===== config.mk =====
export PLATFORM = sky130hd
export DESIGN_NAME = pwr_mgmt_scanner
export DESIGN_NICKNAME = d
export VERILOG_FILES = /design/src/rtl/pwr_mgmt_scanner.sv
export SDC_FILE = /design/constraint.sdc
export NUM_CORES = 1
export LEC_CHECK = 0
export ABC_AREA = 0
export BUFFER_PORTS_ARGS = -buffer_cell sky130_fd_sc_hd__buf_4
export CELL_PAD_IN_SITES_DETAIL_PLACEMENT = 0
export CELL_PAD_IN_SITES_GLOBAL_PLACEMENT = 1
export CORE_MARGIN = 3
export CORE_UTILIZATION = 44
export DETAILED_ROUTE_END_ITERATION = 6
export PLACE_DENSITY_LB_ADDON = 0.1
export SLEW_MARGIN = 10
export SYNTH_ARGS = -nofsm -noshare
export SYNTH_HDL_FRONTEND = slang
export SYNTH_SLANG_ARGS = --single-unit

===== constraint.sdc =====
create_clock -name clk -period 3.3 [get_ports clk]
set_input_delay 0.66 -clock clk [delete_from_list [all_inputs] [get_ports clk]]
set_output_delay 0.66 -clock clk [all_outputs]
set_load 0.1 [all_outputs]

===== src/rtl/pwr_mgmt_scanner.sv =====
// Power-management mux scanner: steps an external mux through NUM_CH channels, debounces the
// shared data line per channel into status bits, with sticky change flags, irq and kill switch.
module pwr_mgmt_scanner #(
    parameter int unsigned NUM_CH     = 8,
    parameter int unsigned MUX_W      = 3,
    parameter int unsigned SETTLE_CYC = 50,
    parameter int unsigned DEBOUNCE   = 4,
    parameter int unsigned KILL_CH    = 0
) (
    input  logic             clk,
    input  logic             reset,
    input  logic [1:0]       address,
    input  logic             read,
    input  logic             write,
    input  logic [31:0]      writedata,
    output logic [31:0]      readdata,
    output logic             irq,
    output logic [MUX_W-1:0] mux,
    input  logic             data,
    output logic             kill_sw,
    output logic             scan_done
);

    localparam int unsigned SetW = $clog2(SETTLE_CYC);

    typedef enum logic [1:0] {StIdle, StSettle, StSample, StNext} state_e;

    state_e              state_q, state_d;
    logic [MUX_W-1:0]    ch_q, ch_d;
    logic [SetW-1:0]     settle_q, settle_d;
    logic                data_meta_q, data_sync_q;
    logic [NUM_CH-1:0]   status_q, status_d;
    logic [NUM_CH-1:0]   change_q, change_d, change_set, change_w1c;
    logic [3:0]          cnt_q [NUM_CH];
    logic [3:0]          cnt_d [NUM_CH];
    logic [3:0]          cnt_inc;
    logic [1:0]          ctrl_q, ctrl_d;
    logic [31:0]         readdata_q, readdata_d;
    logic                irq_q, kill_q, scan_done_q, scan_done_d;
    logic                last_ch, settle_last;
    logic                unused_wdata;

    assign last_ch      = (ch_q == MUX_W'(NUM_CH - 1));
    assign settle_last  = (settle_q == SetW'(SETTLE_CYC - 1));
    assign unused_wdata = ^writedata[31:NUM_CH];

    // State register
    always_ff @(posedge clk or posedge reset) begin
        if (reset) begin
            state_q <= StSettle;
        end else begin
            state_q <= state_d;
        end
    end

    // Next-state logic; scan_en is only honoured at slot boundaries
    always_comb begin
        state_d = state_q;
        unique case (state_q)
            StIdle:   if (ctrl_q[0]) state_d = StSettle;
            StSettle: if (settle_last) state_d = StSample;
            StSample: state_d = StNext;
            StNext:   state_d = ctrl_q[0] ? StSettle : StIdle;
            default:  state_d = StSettle;
        endcase
    end

    // Datapath / output next-state logic
    always_comb begin
        ch_d        = ch_q;
        settle_d    = settle_q;
        status_d    = status_q;
        cnt_d       = cnt_q;
        change_set  = '0;
        scan_done_d = 1'b0;
        cnt_inc     = cnt_q[ch_q] + 4'd1;
        unique case (state_q)
            StIdle: begin
                if (ctrl_q[0]) begin
                    ch_d     = '0;
                    settle_d = '0;
                end
            end
            StSettle: settle_d = settle_last ? '0 : settle_q + 1'b1;
            StSample: begin
                if (data_sync_q == status_q[ch_q]) begin
                    cnt_d[ch_q] = '0;
                end else if (cnt_inc == 4'(DEBOUNCE)) begin
                    status_d[ch_q]   = ~status_q[ch_q];
                    change_set[ch_q] = 1'b1;
                    cnt_d[ch_q]      = '0;
                end else begin
                    cnt_d[ch_q] = cnt_inc;
                end
            end
            StNext: begin
                scan_done_d = last_ch;
                ch_d        = last_ch ? '0 : ch_q + 1'b1;
                settle_d    = '0;
            end
            default: ;
        endcase
    end

    // Bus side; reads see pre-write values, and a same-cycle set beats W1C
    always_comb begin
        change_w1c = (write && address == 2'd1) ? writedata[NUM_CH-1:0] : '0;
        change_d   = (change_q & ~change_w1c) | change_set;
        ctrl_d     = (write && address == 2'd2) ? writedata[1:0] : ctrl_q;
        readdata_d = readdata_q;
        if (read) begin
            readdata_d = '0;
            unique case (address)
                2'd0: readdata_d[NUM_CH-1:0] = status_q;
                2'd1: readdata_d[NUM_CH-1:0] = change_q;
                2'd2: readdata_d[1:0]        = ctrl_q;
                2'd3: begin
                    readdata_d[15:8] = 8'(ch_q);
                    readdata_d[7:0]  = 8'(NUM_CH);
                end
                default: ;
            endcase
        end
    end

    always_ff @(posedge clk or posedge reset) begin
        if (reset) begin
            ch_q        <= '0;
            settle_q    <= '0;
            data_meta_q <= 1'b0;
            data_sync_q <= 1'b0;
            status_q    <= '0;
            change_q    <= '0;
            cnt_q       <= '{default: '0};
            ctrl_q      <= 2'b01;
            readdata_q  <= '0;
            irq_q       <= 1'b0;
            kill_q      <= 1'b0;
            scan_done_q <= 1'b0;
        end else begin
            ch_q        <= ch_d;
            settle_q    <= settle_d;
            data_meta_q <= data;
            data_sync_q <= data_meta_q;
            status_q    <= status_d;
            change_q    <= change_d;
            cnt_q       <= cnt_d;
            ctrl_q      <= ctrl_d;
            readdata_q  <= readdata_d;
            irq_q       <= ctrl_q[1] & (|change_q);
            kill_q      <= status_q[KILL_CH];
            scan_done_q <= scan_done_d;
        end
    end

    assign mux       = ch_q;
    assign readdata  = readdata_q;
    assign irq       = irq_q;
    assign kill_sw   = kill_q;
    assign scan_done = scan_done_q;

endmodule

==> After elaboration in Yosys (flattened, before gate mapping) <==
Cells that the tools add are included.
{ "word_totals": {"register_bits": 82, "word_cells": 92} }
{ "classes": {"add_sub_neg": 3, "magnitude_cmp": 4, "n_eq_ne": 12, "muxes": 31, "n_bitwise": 9, "reduce_logical": 13} }
{ "op_table": {"columns": ["cell", "n"], "rows": [
  ["$mux 32", 2],
  ["$pmux 6 s3", 2],
  ["$and 32x32->32", 1],
  ["$bwmux 32", 1],
  ["$mux 8", 4],
  ["$not 32->32", 1],
  ["$pmux 2 s4", 2],
  ["$bmux 4 s3", 1],
  ["$demux 4 s3", 1],
  ["$mux 4", 3],
  ["$mux 6", 2],
  ["$mux 3", 3],
  ["$and 8x8->8", 1],
  ["$bwmux 8", 1],
  ["$eq 2x2->1 const B", 4],
  ["$not 8->8", 1],
  ["$or 8x8->8", 1],
  ["$reduce_or 8->1", 1],
  ["$add 6x1->6 const B", 1],
  ["$eq 6x6->1 const B", 1],
  ["$pmux 3 s2", 1],
  ["$reduce_and 2->1", 3],
  ["$add 4x1->4 const B", 1],
  ["$eq 2x1->1 const B", 2],
  ["other kinds (21)", 31]
]} }

==> Logic depth before layout (Yosys ltp) <==
Gate-level depths: netlist of run 1.
{ "logic_depth": {"word_depth": 10, "depth_mapped": 11} }

==> Worst setup path before layout of run 1 <==
Ideal clock, no wire load.
{ "synth_path": {"kind": "register to register", "startpoint": "register ch_q[0] (netlist: mux[0])", "endpoint": "register status_q[6]", "arrival_time_ns": 3.345, "required_time_ns": 3.175, "setup_slack_ns": -0.169, "path_stages_with_launch": 11, "path_buffers": 3, "period_less_slack_ns": 3.469, "cell_sequence": "dfrtp_1 buf_6 clkbuf_1 nor2b_1 a22oi_1 nand2_1 ha_1 o2111a_1 buf_4 nor4b_2 mux2_2"} }
{ "synth_via": {"elab_chain_cells": 7, "elab_cells_between_ends": 18, "cone_classes": "1 x add/sub; 2 x order compare; 2 x eq/ne; 8 x mux; 3 x bitwise; 2 x reduce/logical"} }
{ "synth_lines": {"columns": ["element", "line_no", "rtl"], "rows": [
  ["start: declaration", "29", "logic [MUX_W-1:0] ch_q, ch_d;"],
  ["start signal: assignment", "141", "ch_q <= ch_d;"],
  ["$not 3->4 (not written as such)", "76", "cnt_inc = cnt_q[ch_q] + 4'd1;"],
  ["$bmux 4 s3", "76", null],
  ["$mux 4 (not written as such) (2 in series)", "76", null],
  ["$add 4x1->4", "76", null],
  ["$eq 4x3->1", "88", "end else if (cnt_inc == 4'(DEBOUNCE)) begin"],
  ["$reduce_and 3->1 (no source line)", null, null],
  ["end signal: assignment", "145", "status_q <= status_d;"],
  ["end: declaration", "32", "logic [NUM_CH-1:0] status_q, status_d;"]
]} }
Parallel ways exist; a longest one is shown, timed or not. The select of a mux whose other input is x is not followed.
A chain may end at the register's enable or synchronous reset.

==> Final worst setup path of run 1 <==
{ "layout_path": {"startpoint": "register ch_q[1] (netlist: mux[1])", "endpoint": "register cnt_q[31] (netlist name)"} }
{ "layout_via": {"elab_chain_cells": 9, "elab_cells_between_ends": 19, "cone_classes": "1 x add/sub; 2 x order compare; 2 x eq/ne; 10 x mux; 3 x bitwise; 1 x reduce/logical"} }
{ "layout_lines": {"columns": ["element", "line_no", "rtl"], "rows": [
  ["parallel branches: the longest is 8 deep, another holds $add 4x1->4", null, null],
  ["$mux 32 (*)", "86", "if (data_sync_q == status_q[ch_q]) begin"],
  ["end signal: assignment", "147", "cnt_q <= cnt_d;"],
  ["end: declaration", "34", "logic [3:0] cnt_q [NUM_CH];"]
]} }
Mark *: on every way between the ends. The select of a mux whose other input is x is not followed.

==> run_results.csv, run 1 <==
group,metric,value,unit
status,outcome,"complete, no violations",
layout,drive_gt1_frac,0.283,
synthesis,syn-cell-area,4220,um^2
routing,drtPass1Iterations,4,
synthesis,synth_xor_area_frac,0,
pwr,pwr-share-comb,0.382,
setup_path,end_kind,"register",
layout,syn_to_final_growth,12.1,%
job,max_cap_viol_count,0,
synthesis,synth_compound_area_frac,0.194,
routing,drt_iter0_markers,108,
sta,timing.hold.ws,376,ps
grt,grt_pass1_vias,2939,
floorplanning,die-area,10800,um^2
floorplanning,num_io_pins,77,
setup_path,cp_slowest_cell,"dfrtp_2",
synthesis,synth.area.mux_share,0.0885,
synthesis,synthAdderAreaFrac,0.0297,
routing,ant_nets,0,
layout,n_fill_cell,886,
synthesis,seq_area_frac_synth,0.458,
clocking,post-cts-setup-buffers,0,
placement,io_buffers,31,
synthesis,synth_area_leaders,"dfrtp_1 45%, o41ai_2 8.5%, nand2_1 4.6%",
sta,setup_viol,0,
layout,fin_nets,465,
pwr,irDropWorstVdd,0.000302,V
setup_path,worst-setup-path-type,"register to register",
grt,grt_start_max_net_pins,63,
clocking,cts_resized,0,
floorplanning,die_x,104,um
synthesis,ys_seq_elements,77,
placement,dp_slack,356,ps
pwr,swShare,0.421,
setup_path,required,3500,ps
routing,drc_errors,0,
synthesis,synth_edf_count,0,
clocking,clk_path_buf_depth,2,
synthesis,ys_async_sr_fraction,1.00,
sta,setup_slack,376,ps
routing,avgRoutedWirePerCell,16.0,um
pwr,power_density,656,nW/um^2
grt,grt.total_usage,0.169,
sta,worst-slew-pin-transition,836,ps
sta,fin_crit,2920,ps
sta,setup_tns,0,ps
pwr,p_total,3.10,mW
hold_path,worstHoldPathType,"register to register",
clocking,cts_tree,"yes",
synthesis,synthCells,379,
layout,n_antenna_cell,0,
pwr,switching_power,1.30,mW
setup_path,worstPathArrival,3130,ps
placement,dp_cells,534,
sta,finClkSkew,11.8,ps
placement,gp_congestion,0.751,
setup_path,slowest_delay,740,ps
clocking,cts-root-buf,"clkbuf_8",
setup_path,start_kind,"register",
layout,stdcell_count,550,
clocking,path_clk_slew,80,ps
placement,hpwl,6060,um
floorplanning,initial_core_util,0.454,
synthesis,syn-mean-instance-area,11.1,um^2
sta,grt_setup_unrepaired,"no",
setup_path,cp_cell_sequence,"nor2b_1, mux4_2, nor4_2, or2_1, buf_12, o41ai_2",
setup_path,path_max_fanout,30,
floorplanning,die_h,104,um
sta,drv_slew,0,
synthesis,synth_top_family_by_area,"compound AO/OA/AOI/OAI gates",
clocking,cts_sinks,77,
floorplanning,coreArea,9280,um^2
clocking,insertion_delay,340,ps
pwr,seqPwrFrac,0.392,
grt,antenna_found_initial,0,
routing,vias_per_cell,5.30,
sta,max_freq,342,MHz
synthesis,synth_flop_cell,"dfrtp_1",
synthesis,yosysWarnings,0,
pwr,pwr-share-clk,0.226,
sta,slew_headroom,0.438,
grt,grt_first_pass_wirelength,14900,um
grt,grt_overflow,0,
clocking,htreeDepth,3,
pwr,p_int,1.79,mW
sta,final_hold_viol_count,0,
synthesis,synth_cell_type_count,53,
floorplanning,rows,35,
clocking,hold_buffers,0,
synthesis,netlist.area_leader.share,0.445,
clocking,cts_buffers,9,
pwr,total_leakage_power,2.23,nW
synthesis,synthSimpleGateAreaFrac,0.143,
sta,fin_crit_sh,0.886,
routing,vias,2917,
synthesis,yosysTopAreaCell,"dfrtp_1",
routing,wl,8820,um
[sequential cells by signal (all words and copies together) (netlist names)]
register / cells
settle_q: 6
data_sync_q: 1
scan_done: 1
status_q: 8
mux: 3
irq: 1
cnt_q: 32
state_q: 2
change_q: 8
data_meta_q: 1
readdata: 11
kill_sw: 1
ctrl_q: 2
[cells in the mapped netlist, types with 3 or more instances]
cell type,instances
dfrtp_1,75
nand2_1,52
buf_4,22
o41ai_2,22
inv_1,18
mux2_2,16
o21ai_0,11
o31ai_1,11
a21oi_1,10
ha_1,10
nor2_1,10
nor2b_1,10
a21o_1,8
mux2i_1,8
o22ai_1,8
buf_6,7
clkbuf_1,7
nand3_1,7
nand2b_1,6
nor4b_1,6
mux4_2,5
a32o_1,3
and2_1,3
and3_1,3
buf_1,3
buf_2,3
nor4b_2,3
o41ai_1,3
[per-stage QoR]
stage / utilization / instance area (um^2)
3_5_place_dp: 0.488 / 4530
5_1_grt: 0.509 / 4730
6_report: 0.509 / 4730
4_1_cts: 0.509 / 4720
2_1_floorplan: - / 4290
3_3_place_gp: 0.488 / 4530
[critical path, delay by kind of cell, from the launching register on]
family,cells,cell delay [ps]
AO/OA/AOI/OAI,1,90
AND/OR/NAND/NOR,3,1160
flip-flops,1,740
buffers and inverters,1,250
multiplexers,1,530
[logic make-up after synthesis]
logic type	count (synthesis)
flops	77
mux	29
compound gates	88
simple gates	114
fa+ha+maj	10
buf+inv	60
other cells	1
[final timing paths]
kind | from | endpoint | slack (ps) | cells past startpoint
max in group asynchronous | reset | status_q[6] | 2080 | 3
hold / removal | data_meta_q | data_sync_q | 380 | 0
setup reg to reg | mux[1] | cnt_q[31] | 380 | 6
hold reg to reg | data_meta_q | data_sync_q | 380 | 0
setup / recovery | mux[1] | cnt_q[31] | 380 | 6
min in group asynchronous | reset | settle_q[3] | 450 | 2
[layer usage]
| metal | routed length, um | GRT usage | up-vias | share of wire |
|---|---|---|---|---|
| li1 | - | - | 1423 | - |
| met1 | 4160 | 0.233 | 1417 | 0.47 |
| met2 | 4160 | 0.275 | 68 | 0.47 |
| met3 | 387 | 0.0360 | 9 | 0.044 |
| met4 | 113 | 0.0418 | 0 | 0.013 |
| met5 | 0 | 0 | - | 0 |
[cells in the final DEF, fill, tap and decap left out, drive strengths merged, types with 11 or more instances in the layout]
master  instances
buf            48
conb           21
dfrtp          75
inv            18
mux2           16
nand2          52
o21ai          11
o31ai          11
o41ai          25
[final cells by class]
cell class,count,area (um^2),area share
Clock inverter,6,63.8,0.0135
Clock buffer,10,128,0.0270
Sequential cell,77,1930,0.409
Multi-Input combinational cell,262,2000,0.423
Inverter,18,70.1,0.0148
Timing Repair Buffer,48,373,0.0789
Tap cell,129,161,0.0342
[power by group through the flow]
stage | registers [mW] | clock network [mW] | logic [mW]
floorplan | 1.32 | 0 | 0.870
global placement | 1.23 | 0 | 1.18
detailed placement | 1.24 | 0 | 1.19
CTS | 1.22 | 0.721 | 1.20
global route | 1.24 | 0.763 | 1.30
finish | 1.21 | 0.700 | 1.18
No activity file was read; power rests on OpenSTA's default activity.
==> inputs of run 2 (changes only) <==
- CORE_UTILIZATION: 44 -> 47
- clock period: 3.3 -> 3.4 ns (I/O delays scaled with it)
==> run_results.csv, run 2 (same netlist as run 1, synthesis figures left out) <==
group,metric,value,unit
status,outcome,"complete, no violations",
routing,avgRoutedWirePerCell,16.7,um
hold_path,worstHoldPathType,"input pin to asynchronous set/reset pin",
setup_path,critPathMostFrequentCell,"nor4b_1",
setup_path,timing.rr.start,"mux[0]",
layout,syn_to_final_growth,11.3,%
sta,max_freq,345,MHz
clocking,insertion_delay,360,ps
floorplanning,die-area,10100,um^2
floorplanning,die_x,101,um
grt,grt_overflow,0,
setup_path,cp_cell_sequence,"buf_4, nor4b_1, a311oi_1, nand2_1, ha_1, o2111a_1, nor4b_1, mux2_2",
setup_path,start_kind,"register",
setup_path,r2r_slack,500,ps
clocking,htreeDepth,3,
floorplanning,coreArea,8460,um^2
setup_path,slowest_delay,560,ps
sta,grt_setup_unrepaired,"no",
clocking,cts_tree,"yes",
clocking,cts_sinks,77,
clocking,cts_resized,0,
floorplanning,initial_core_util,0.498,
setup_path,reg2regPathDepth,8,
sta,slew_headroom,0.261,
setup_path,end_kind,"register",
setup_path,worstPathArrival,3140,ps
sta,worst-slew-pin-transition,1090,ps
routing,vias,2901,
sta,setup_viol,0,
routing,wl,8660,um
setup_path,reg2reg_to,"status_q[1]",
clocking,path_clk_slew,80,ps
layout,layout_common_cells,"72 x dfrtp_1, 52 x nand2_1, 38 x buf_4",
setup_path,worst-setup-path-type,"register to register",
clocking,clk_path_buf_depth,2,
pwr,power_density,675,nW/um^2
routing,vias_per_cell,5.60,
layout,top_register,"cnt_q",
routing,drt_iter0_markers,120,
routing,drc_errors,0,
setup_path,path_max_fanout,15,
placement,gp_congestion,0.798,
sta,fin_crit_sh,0.852,
clocking,post-cts-setup-buffers,0,
pwr,total_leakage_power,2.23,nW
sta,setup_tns,0,ps
floorplanning,num_io_pins,77,
grt,grt_pass1_vias,2709,
floorplanning,rows,33,
clocking,cts-root-buf,"clkbuf_8",
grt,grt_start_max_net_pins,68,
sta,finClkSkew,16.6,ps
placement,io_buffers,31,
setup_path,required,3640,ps
layout,drive_gt1_frac,0.269,
layout,largest_reg_flops,32,
sta,final_hold_viol_count,0,
sta,fin_crit,2900,ps
layout,utilization,0.554,
floorplanning,die_h,101,um
setup_path,crit_family,"simple AND/OR/NAND/NOR gates",
routing,drtPass1Iterations,4,
grt,antenna_found_initial,0,
grt,grt_first_pass_wirelength,14200,um
placement,hpwl,6010,um
grt,grt.total_usage,0.180,
job,max_cap_viol_count,0,
clocking,cts_buffers,9,
routing,ant_nets,0,
layout,fin_nets,457,
layout,n_antenna_cell,0,
pwr,irDropWorstVdd,0.000303,V
clocking,hold_buffers,0,
sta,drv_slew,0,
layout,layout_commonest_cell,"dfrtp_1",
setup_path,cp.buffers_inverters,1,
setup_path,cp_slowest_cell,"nor4b_1",
## run 2: cell count changes in the layout (fill, tap and decap cells not counted), sizes merged
| cell | delta |
|---|---|
| bufinv | +2 |
| clkinvlp | -1 |
| clkinv | -2 |
| buf | -8 |
| inv | +1 |
## run 2: worst max-delay path by stage
stage	to	slack, ps	depth (start not counted)	from
floorplan	status_q[6]	250	10	mux[0]
global placement	status_q[1]	540	5	mux[0]
detailed placement	status_q[1]	490	8	mux[0]
CTS	status_q[1]	490	8	mux[0]
global route	status_q[1]	290	8	mux[0]
finish	status_q[1]	500	8	mux[0]
## run 2: area by class of cell
type,instances,area (um^2)
Inverter,18,67.6
Tap cell,105,131
Fill cell,732,3770
Multi-Input combinational cell,262,2000
Sequential cell,77,1930
Timing Repair Buffer,40,325
Clock buffer,10,128
Clock inverter,6,111
## run 2: report_power, final
group / internal, mW / switching, mW
logic: 0.367 / 0.809
clock network: 0.489 / 0.349
registers: 1.04 / 0.117
total: 1.89 / 1.28
## run 2: through the flow
stage | instance area (um^2) | power (mW) | cells | hold slack (ps) | setup slack [ps]
3_5_place_dp | 4450 | 2.35 | 502 | 336 | 493
5_1_grt | 4690 | 3.35 | 518 | 251 | 290
4_1_cts | 4690 | 3.20 | 518 | 249 | 492
6_report | 4690 | 3.17 | 518 | 252 | 505
3_3_place_gp | 4450 | 2.34 | 502 | 333 | 535
2_1_floorplan | 4290 | 2.12 | 399 | 331 | 247
## run 2: routing by layer
layer | share of wire | global-route usage | routed length [um]
met1 | 0.48 | 0.265 | 4200
met2 | 0.46 | 0.262 | 3960
met3 | 0.052 | 0.0304 | 449
met4 | 0.0068 | 0.0694 | 59
met5 | 0 | 0 | 0
